`src/rtl/switch_matrix_ctrl_mt8816.sv`:
```
// rtl/switch_matrix_ctrl_mt8816.sv - MT8816 crosspoint array controller with command FIFO
// Purpose: buffers host commands in a small FIFO and sequences the shared
//   AX/AY/DATA/STROBE bus plus per-chip CS and RESET_SW of N_SW MT8816 chips.
// Ports:
//   clk, rst                       clock, async active-high reset
//   cmd_valid/cmd_ready            command handshake (ready = FIFO not full)
//   cmd_op/cmd_sw/cmd_x/cmd_y/cmd_data  command fields
//   busy, done, err                status (done/err are 1-cycle pulses)
//   AX, AY, DATA, STROBE           shared chip bus
//   CS, RESET_SW                   per-chip select and reset
module switch_matrix_ctrl_mt8816 #(
  parameter int N_SW     = 2,
  parameter int DEPTH    = 4,
  parameter int T_RESET  = 6,
  parameter int T_SETUP  = 2,
  parameter int T_STROBE = 3,
  parameter int T_HOLD   = 2,
  parameter int T_GAP    = 1,
  localparam int SW_W    = (N_SW > 1) ? $clog2(N_SW) : 1
) (
  input  logic            clk,
  input  logic            rst,
  input  logic            cmd_valid,
  output logic            cmd_ready,
  input  logic [1:0]      cmd_op,
  input  logic [SW_W-1:0] cmd_sw,
  input  logic [3:0]      cmd_x,
  input  logic [2:0]      cmd_y,
  input  logic            cmd_data,
  output logic            busy,
  output logic            done,
  output logic            err,
  output logic [3:0]      AX,
  output logic [2:0]      AY,
  output logic            DATA,
  output logic            STROBE,
  output logic [N_SW-1:0] CS,
  output logic [N_SW-1:0] RESET_SW
);

  localparam int AW = (DEPTH > 1) ? $clog2(DEPTH) : 1;
  localparam int EW = 2 + SW_W + 4 + 3 + 1;
  localparam int T_MAX0 = (T_RESET > T_SETUP) ? T_RESET : T_SETUP;
  localparam int T_MAX1 = (T_MAX0 > T_STROBE) ? T_MAX0 : T_STROBE;
  localparam int T_MAX2 = (T_MAX1 > T_HOLD) ? T_MAX1 : T_HOLD;
  localparam int T_MAX  = (T_MAX2 > T_GAP) ? T_MAX2 : T_GAP;
  localparam int CW     = $clog2(T_MAX + 1);

  localparam logic [CW-1:0] L_RESET  = CW'(T_RESET - 1);
  localparam logic [CW-1:0] L_SETUP  = CW'(T_SETUP - 1);
  localparam logic [CW-1:0] L_STROBE = CW'(T_STROBE - 1);
  localparam logic [CW-1:0] L_HOLD   = CW'(T_HOLD - 1);
  localparam logic [CW-1:0] L_GAP    = CW'(T_GAP - 1);

  if ((T_RESET < 1) || (T_SETUP < 1) || (T_STROBE < 1) || (T_HOLD < 1) || (T_GAP < 1)) begin : g_bad_timing
    $error("switch_matrix_ctrl_mt8816: every T_* parameter must be >= 1");
  end
  if ((DEPTH < 2) || ((DEPTH & (DEPTH - 1)) != 0)) begin : g_bad_depth
    $error("switch_matrix_ctrl_mt8816: DEPTH must be a power of 2 and >= 2");
  end

  typedef enum logic [2:0] {S_IDLE, S_LOAD, S_SETUP, S_STRB, S_HOLD, S_RSTP, S_GAP} state_t;

  // Logical X to physical AX: the MT8816 skips AX codes 6/7 for X6..X11.
  function automatic logic [3:0] ax_map(input logic [3:0] x);
    if (x >= 4'd6 && x <= 4'd11) return x + 4'd2;
    else if (x == 4'd12)         return 4'd6;
    else if (x == 4'd13)         return 4'd7;
    else                         return x;
  endfunction

  // Command FIFO; pointers carry an extra wrap bit to tell full from empty.
  logic [EW-1:0] r_mem [DEPTH];
  logic [AW:0]   r_wr_ptr, r_rd_ptr;
  logic          w_empty, w_full, w_push, w_pop;
  logic [EW-1:0] w_head;

  state_t          r_state;
  logic [CW-1:0]   r_cnt;
  logic [1:0]      r_op;
  logic [SW_W-1:0] r_sw;
  logic [3:0]      r_x;
  logic [2:0]      r_y;
  logic            r_d;
  logic            r_flag;
  logic            w_sw_ok;
  logic [N_SW-1:0] w_sel;

  assign w_empty   = (r_wr_ptr == r_rd_ptr);
  assign w_full    = (r_wr_ptr[AW] != r_rd_ptr[AW]) && (r_wr_ptr[AW-1:0] == r_rd_ptr[AW-1:0]);
  assign w_push    = cmd_valid && !w_full;
  assign w_pop     = (r_state == S_IDLE) && !w_empty;
  assign w_head    = r_mem[r_rd_ptr[AW-1:0]];
  assign cmd_ready = !w_full;
  assign busy      = !w_empty || (r_state != S_IDLE);
  assign w_sw_ok   = (int'(r_sw) < N_SW);

  always_comb begin
    w_sel = '0;
    for (int i = 0; i < N_SW; i++) w_sel[i] = (int'(r_sw) == i);
  end

  always_ff @(posedge clk) begin
    if (w_push) r_mem[r_wr_ptr[AW-1:0]] <= {cmd_op, cmd_sw, cmd_x, cmd_y, cmd_data};
  end

  always_ff @(posedge clk or posedge rst) begin
    if (rst) begin
      r_wr_ptr <= '0;
      r_rd_ptr <= '0;
    end else begin
      if (w_push) r_wr_ptr <= r_wr_ptr + 1'b1;
      if (w_pop)  r_rd_ptr <= r_rd_ptr + 1'b1;
    end
  end

  always_ff @(posedge clk or posedge rst) begin
    if (rst) begin
      r_state  <= S_IDLE;
      r_cnt    <= '0;
      r_op     <= '0;
      r_sw     <= '0;
      r_x      <= '0;
      r_y      <= '0;
      r_d      <= 1'b0;
      r_flag   <= 1'b0;
      done     <= 1'b0;
      err      <= 1'b0;
      AX       <= '0;
      AY       <= '0;
      DATA     <= 1'b0;
      STROBE   <= 1'b0;
      CS       <= '0;
      RESET_SW <= '0;
    end else begin
      done <= 1'b0;
      err  <= 1'b0;
      case (r_state)
        S_IDLE: begin
          if (w_pop) begin
            {r_op, r_sw, r_x, r_y, r_d} <= w_head;
            r_state <= S_LOAD;
          end
        end
        S_LOAD: begin
          AX     <= ax_map(r_x);
          AY     <= r_y;
          DATA   <= r_d;
          r_flag <= 1'b0;
          r_state <= S_GAP;
          r_cnt   <= L_GAP;
          case (r_op)
            2'd0: ;
            2'd1: begin
              if (w_sw_ok) begin
                CS      <= w_sel;
                r_state <= S_SETUP;
                r_cnt   <= L_SETUP;
              end else begin
                r_flag <= 1'b1;
              end
            end
            2'd2: begin
              if (w_sw_ok) begin
                RESET_SW <= w_sel;
                r_state  <= S_RSTP;
                r_cnt    <= L_RESET;
              end else begin
                r_flag <= 1'b1;
              end
            end
            default: begin
              RESET_SW <= '1;
              r_state  <= S_RSTP;
              r_cnt    <= L_RESET;
            end
          endcase
        end
        S_SETUP: begin
          if (r_cnt == '0) begin
            STROBE  <= 1'b1;
            r_state <= S_STRB;
            r_cnt   <= L_STROBE;
          end else r_cnt <= r_cnt - 1'b1;
        end
        S_STRB: begin
          if (r_cnt == '0) begin
            STROBE  <= 1'b0;
            r_state <= S_HOLD;
            r_cnt   <= L_HOLD;
          end else r_cnt <= r_cnt - 1'b1;
        end
        S_HOLD: begin
          if (r_cnt == '0) begin
            CS      <= '0;
            r_state <= S_GAP;
            r_cnt   <= L_GAP;
          end else r_cnt <= r_cnt - 1'b1;
        end
        S_RSTP: begin
          if (r_cnt == '0) begin
            RESET_SW <= '0;
            r_state  <= S_GAP;
            r_cnt    <= L_GAP;
          end else r_cnt <= r_cnt - 1'b1;
        end
        S_GAP: begin
          if (r_cnt == '0) begin
            done    <= 1'b1;
            err     <= r_flag;
            r_state <= S_IDLE;
          end else r_cnt <= r_cnt - 1'b1;
        end
        default: r_state <= S_IDLE;
      endcase
    end
  end

endmodule

```
`config.mk`:
```
export PLATFORM = sky130hd
export DESIGN_NAME = switch_matrix_ctrl_mt8816
export DESIGN_NICKNAME = d
export VERILOG_FILES = /design/src/rtl/switch_matrix_ctrl_mt8816.sv
export SDC_FILE = /design/constraint.sdc
export NUM_CORES = 1
export LEC_CHECK = 0
export CORE_ASPECT_RATIO = 1.1
export CORE_MARGIN = 4
export CORE_UTILIZATION = 40
export CTS_CLUSTER_SIZE = 25
export DETAILED_ROUTE_END_ITERATION = 6
export PLACE_DENSITY = 0.6
export SYNTH_ARGS = -nofsm -noshare
export SYNTH_HDL_FRONTEND = slang
export SYNTH_SLANG_ARGS = --single-unit
export TNS_END_PERCENT = 1
```
`constraint.sdc`:
```
create_clock -name clk -period 2.9 [get_ports clk]
set_clock_uncertainty 0.15 [all_clocks]
set_input_delay 0.435 -clock clk [delete_from_list [all_inputs] [get_ports clk]]
set_output_delay 0.435 -clock clk [all_outputs]
set_load 0.05 [all_outputs]
```
==> impl_metrics.tcl, run 1 <==
set metrics [dict create \
    status "completed" \
    placement.setup.worst_slack_ps 667 \
    place.port_buffers 29 \
    finalSetupViolCount 0 \
    wire_length_of_the_first_global_routing_pass_mm 10.4 \
    route.final.wire_length_mm 6.17 \
    drtPass1Iterations 4 \
    fill_cells 767 \
    die_y_um 106 \
    worst-r2r-cell-count 3 \
    finalCriticalPeriod_ps 2370 \
    numPlacedInstances 374 \
    globalplace.congestion 0.805 \
    ctsHoldBuffers 0 \
    synth_largest_type_area_fraction_pct 37.5 \
    core_um2 8500 \
    timing_worst_slew_pin_value_ps 608 \
    crit-reg2reg-launch "r_rd_ptr[2]" \
    clk-insertion-delay-late_ps 350 \
    whs_ps 329 \
    path_class "reg -> out" \
    detail_route.iter0.violations 59 \
    timing.setup.tns_ps 0 \
    clk_pin_slew_ps 80 \
    summed_instance_area_of_the_synthesized_netlist_um2 3530 \
    cp.arrival_ps 1790 \
    grt_pass1_vias 2044 \
    finish.instance_area_um2 4150 \
    pin_count_of_the_biggest_net_entering_global_routing 38 \
    leakage_nw 1.58 \
    routed_wire_length_per_instance_um 15.8 \
    critPathMaxStageDelay_ps 450 \
    cts-resized-gates 0 \
    clock.fmax_mhz 422 \
    startpoint "r_wr_ptr[0]" \
    track_usage_pct 13.1 \
    hold_class "in -> async" \
    number_of_antenna_violations_at_the_first_check_in_global_routing 0 \
    cp-start-kind "flip-flop" \
    synthTopCellsByArea "edfxtp_1 37%, dfrtp_1 26%, mux4_2 7.0%" \
    final_hold_viol_count 0 \
    synth-edff-count 44 \
    post_cts_buffers 0 \
    synth_seq_area_share_pct 63.7 \
    drive_gt1_share_pct 20.4 \
    detailed_place_hpwl_mm 4.26 \
    drt-vias-per-instance 5.14 \
    post_synthesis_area_per_instance_um2 14.8 \
    ys_dominant_reg_cell "edfxtp_1" \
    path_max_fanout 6 \
    synthCells 239 \
    timing.final.max_slew_violations 0 \
    critical-path-top-delay-family "flip-flops" \
    fin_cells 390 \
    pwr_density_cell_nw_per_um2 1190 \
    reg2reg_slack_ps 680 \
    mappedNetlistNets 261 \
    synth-seq-cells 81 \
    synth_most_common_cell "edfxtp_1" \
    cts_made_buffers 9 \
    number_of_nets_with_antenna_violations_after_routing 0 \
    worst_slew_margin_rel_pct 59.5 \
    slowest_stage "dfrtp_1" \
    tritoncts "yes" \
    power.total_mw 4.93 \
    initial_utilization_pct 41.5 \
    crit_required_ps 2320 \
    finalCritPeriodShare_pct 81.8 \
    critical_path.endpoint_type "output port" \
    rows 35 \
    htree_levels 3 \
    floorplan.die.width_um 97.5 \
    ys_async_sr_fraction_pct 45.7 \
    most_numerous_cell_types_in_the_synthesized_netlist "44 x edfxtp_1, 37 x dfrtp_1, 14 x mux2_2, 14 x o21ai_0, 12 x nor2_1" \
    area_enclosed_by_the_die_boundary_um2 10400 \
    yosys_warnings 0 \
    clkSinkCount 81 \
    setup_repair_after_global_routing_missed_its_margin "no" \
    top_level_ports 31 \
    routed-via-count 2004 \
    ir_worst_vdd_v 0.000431 \
    timing.critical_path.buf_inv 1 \
    synthDistinctLibCells 45 \
    n_antenna_cell 0 \
    post_dp_cell_area_um2 3940 \
    clock_root_cell "clkbuf_8" \
    clockBufferDepth 2 \
    final_core_util_pct 48.8 \
    global_route.overflow_total 0 \
    timing.max_cap.violations 0 \
    postLayoutSetupSlackWorst_ps 529 \
    areaGrowthSynthToFinish_pct 17.6 \
    final_nets 296 \
    worst_reg2reg_path_endpoint "r_mem[1][9]" \
    post-route-drc-count 0 \
    crit_path_cell_trace "xnor2_1, nand3b_1, buf_12" \
    post-synth-top-area-cell "edfxtp_1" \
]
layout by cell type, fill, tap and decap left out, drive strengths merged, types with 5 or more instances in the layout:
cell type,Yosys,routed
o21ai,14,14
inv,11,15
a21oi,10,10
edfxtp,44,44
mux2,16,16
mux4,11,11
ha,8,8
dfrtp,37,37
xnor2,7,7
clkbuf,5,9
nand2,11,11
clkdlybuf4s50,0,27
buf,5,7
nor2,12,12
and3,5,5
worst register-to-register path, delay by kind of cell (launching register included):
| family | cells | cell delay, ps |
|---|---|---|
| simple gates | 2 | 910 |
| flops | 1 | 420 |
| xor+xnor | 1 | 380 |
kinds of logic after synthesis:
kind of cell    synth area share (%)
simple gates                    7.24
other cells                    0.106
xor+xnor                        2.70
flops                           63.7
buf+inv                         2.95
mux                             12.3
fa+ha+maj                       2.84
compound gates                  8.09
flip-flops by register name, summed over array words and instances, names as in the netlist:
register,count
r_x,4
r_cnt,3
RESET_SW,2
r_mem,44
AY,3
r_d,1
r_op,2
STROBE,1
AX,4
r_y,3
DATA,1
r_state,3
r_sw,1
r_rd_ptr,3
CS,2
r_wr_ptr,3
done,1
layer usage:
metal | track usage, % | vias to the layer above | wire, µm
met2 | 20.7 | 40 | 2980
met1 | 16.7 | 983 | 2780
met4 | 7.52 | 0 | 187
met5 | 0 | - | 0
li1 | - | 967 | -
met3 | 3.08 | 14 | 219
area by class of cell:
class	instances	area (µm²)	share of cell area (%)
sequential	81	2250	54.2
timing repair buffer	34	335	8.09
clock inverter	7	83.8	2.02
inverter	11	41.3	0.996
clock buffer	9	124	2.99
multi-input combinational	137	1170	28.3
tap	111	139	3.35
how the worst max path moves through the flow:
stage,end,slack (ps),cells after the start
after floorplan,r_wr_ptr[2],540,4
after global placement,r_mem[3][6],730,3
after detailed placement,r_mem[3][1],670,3
after CTS,cmd_ready,520,3
after global routing,cmd_ready,430,3
final,cmd_ready,530,3
power breakdown:
group          internal [mW]  switching [mW]  total [mW]  leakage (nW)
sequential              1.63           0.255        1.89         0.851
combinational          0.960            1.23        2.19         0.631
clock                  0.414           0.437       0.851         0.103
Note: power is estimated with default switching activity, not from simulation.
==> inputs of run 2 (changes only) <==
- PLACE_DENSITY: 0.6 -> 0.62
- clock period: 2.9 -> 1.9 ns (I/O delays scaled with it)
==> run 2 against run 1 <==
Net effect:
- combinational power up 85%
- hold slack worse by 210 ps
- critical path depth up 1
- largest power group unchanged
- cell count up 5.9%
- clock power up 49%
- first-iteration DRC count up 88%
- wire length up 4.2%
- via count up 2.7%
- the flow now finishes with violations (negative setup slack)
==> impl_metrics.tcl, run 2 (synthesized netlist as in run 1, its figures left out) <==
set metrics [dict create \
    status "finished, violations left" \
    violations "negative setup slack" \
    ir_worst_vdd_v 0.000527 \
    largest_register_ff_count 44 \
    reg2reg_slack_ps 50 \
    n_antenna_cell 0 \
    clockBufferDepth 2 \
    worst-path-stages 4 \
    crit_path_cell_trace "buf_6, nor3_4, nand4_1, buf_12" \
    hold_class "in -> async" \
    detailed_place_hpwl_mm 4.33 \
    critPathMaxStageDelay_ps 400 \
    pwr_density_cell_nw_per_um2 1850 \
    globalplace.congestion 0.838 \
    p_switching_mw 3.11 \
    tritoncts "yes" \
    pin_count_of_the_biggest_net_entering_global_routing 38 \
    area_enclosed_by_the_die_boundary_um2 10400 \
    slowest_stage "dfrtp_1" \
    initial_utilization_pct 41.5 \
    fill_cells 733 \
    crit_required_ps 1460 \
    combPwrFrac_pct 49.3 \
    worst-r2r-cell-count 5 \
    cp.arrival_ps 1520 \
    path_class "reg -> out" \
    finalSetupViolCount 1 \
    final_common_cell "edfxtp_1" \
    finalCritPeriodShare_pct 103 \
    power.share.sequential_pct 35.2 \
    drt-vias-per-instance 4.99 \
    clock_share_of_power_pct 15.5 \
    die_y_um 106 \
    numPlacedInstances 384 \
    routed_wire_length_per_instance_um 15.6 \
    drtPass1Iterations 4 \
    fin_cells 413 \
    rows 35 \
    clock_root_cell "clkbuf_8" \
    timing.setup.tns_ps -52.5 \
    leakage_nw 1.76 \
    core_um2 8500 \
    floorplan.die.width_um 97.5 \
    timing.max_cap.violations 0 \
    path_max_fanout 9 \
    top_level_ports 31 \
    netSwitchingFraction_pct 37.9 \
    postLayoutSetupSlackWorst_ps -52.5 \
    track_usage_pct 13.4 \
    grt_pass1_vias 2093 \
    clkSinkCount 81 \
    clock.fmax_mhz 512 \
    post-route-drc-count 0 \
    layout.cells.most_common_list "44 x edfxtp_1, 37 x buf_4, 33 x dfrtp_1" \
    power.internal_mw 5.09 \
    cp-start-kind "flip-flop" \
    place.port_buffers 29 \
    cts_made_buffers 9 \
    clk_pin_slew_ps 90 \
    timing.final.max_slew_violations 0 \
    number_of_nets_with_antenna_violations_after_routing 0 \
    htree_levels 3 \
    wire_length_of_the_first_global_routing_pass_mm 10.8 \
    drive_gt1_share_pct 36.1 \
    setup_repair_after_global_routing_missed_its_margin "yes" \
    whs_ps 119 \
    detail_route.iter0.violations 111 \
    route.final.wire_length_mm 6.43 \
    timing.critical_path.buf_inv 2 \
    final_hold_viol_count 0 \
    number_of_antenna_violations_at_the_first_check_in_global_routing 0 \
    clk-insertion-delay-late_ps 350 \
    finalCriticalPeriod_ps 1950 \
    critical_path.endpoint_type "output port" \
    final_nets 319 \
    critical-path-top-delay-family "simple AND/OR/NAND/NOR gates" \
    global_route.overflow_total 0 \
    areaGrowthSynthToFinish_pct 25.9 \
    routed-via-count 2059 \
]
[run 2: cell count changes in the layout (fill, tap and decap cells not counted), sizes merged]
cell and change:
buf +37, clkdlybuf4s50 -14, clkinv +4, clkinvlp -1, inv -3
[run 2: path summary, 6_finish.rpt]
kind                            start           to
setup / recovery           r_state[2]         busy
hold / removal                    rst        AX[2]
setup reg to reg           r_state[2]       r_y[2]
hold reg to reg                 AX[2]        AX[2]
max in group asynchronous         rst  r_wr_ptr[1]
min in group clk                AX[2]        AX[2]
[run 2: metrics by stage]
step | util [%] | worst slack (ps) | area (µm²) | power (mW)
2_1_floorplan | - | -201 | 3570 | 5.51
3_3_place_gp | 48.0 | 91.2 | 4080 | 6.53
3_5_place_dp | 48.0 | 8.16 | 4080 | 6.62
4_1_cts | 51.3 | -29.6 | 4360 | 8.10
5_1_grt | 52.3 | -129 | 4440 | 8.77
6_report | 52.3 | -52.5 | 4440 | 8.21
[run 2: area by class of cell]
cell class	count	area [µm²]	share of cell area, %
Clock inverter	7	80.1	1.80
Sequential cell	81	2250	50.7
Multi-Input combinational cell	137	1270	28.6
Tap cell	111	139	3.13
Inverter	11	41.3	0.930
Clock buffer	9	124	2.79
Timing Repair Buffer	57	534	12.0
[run 2: power by group through the flow]
stage / clock (mW) / combinational [mW] / sequential [mW]
after global placement: 0 / 3.65 / 2.89
after global routing: 1.41 / 4.40 / 2.97
after CTS: 1.30 / 3.91 / 2.88
final: 1.27 / 4.05 / 2.89
after detailed placement: 0 / 3.70 / 2.92
after floorplan: 0 / 2.22 / 3.28
[run 2: worst register-to-register path: stages (launching register included)]
cell	delay [ps]
dfrtp_1	400
buf_4	140
or3_4	350
a31oi_4	180
buf_12	180
mux2_2	340
[run 2: layer usage]
metal  GRT usage [%]  vias to the layer above  wire, µm
met3            3.54                        7       203
li1                -                     1011         -
met5               0                        -         0
met1            17.4                     1006      2940
met4            5.44                        0       111
met2            21.4                       35      3170
[run 2: timing repair]
action                                  4_1_cts  5_1_grt
pin swaps                                     6        4
buffers inserted                              5        9
hold buffers                                  0        0
endpoints found under the setup margin        3        7
resized for setup                             9        7
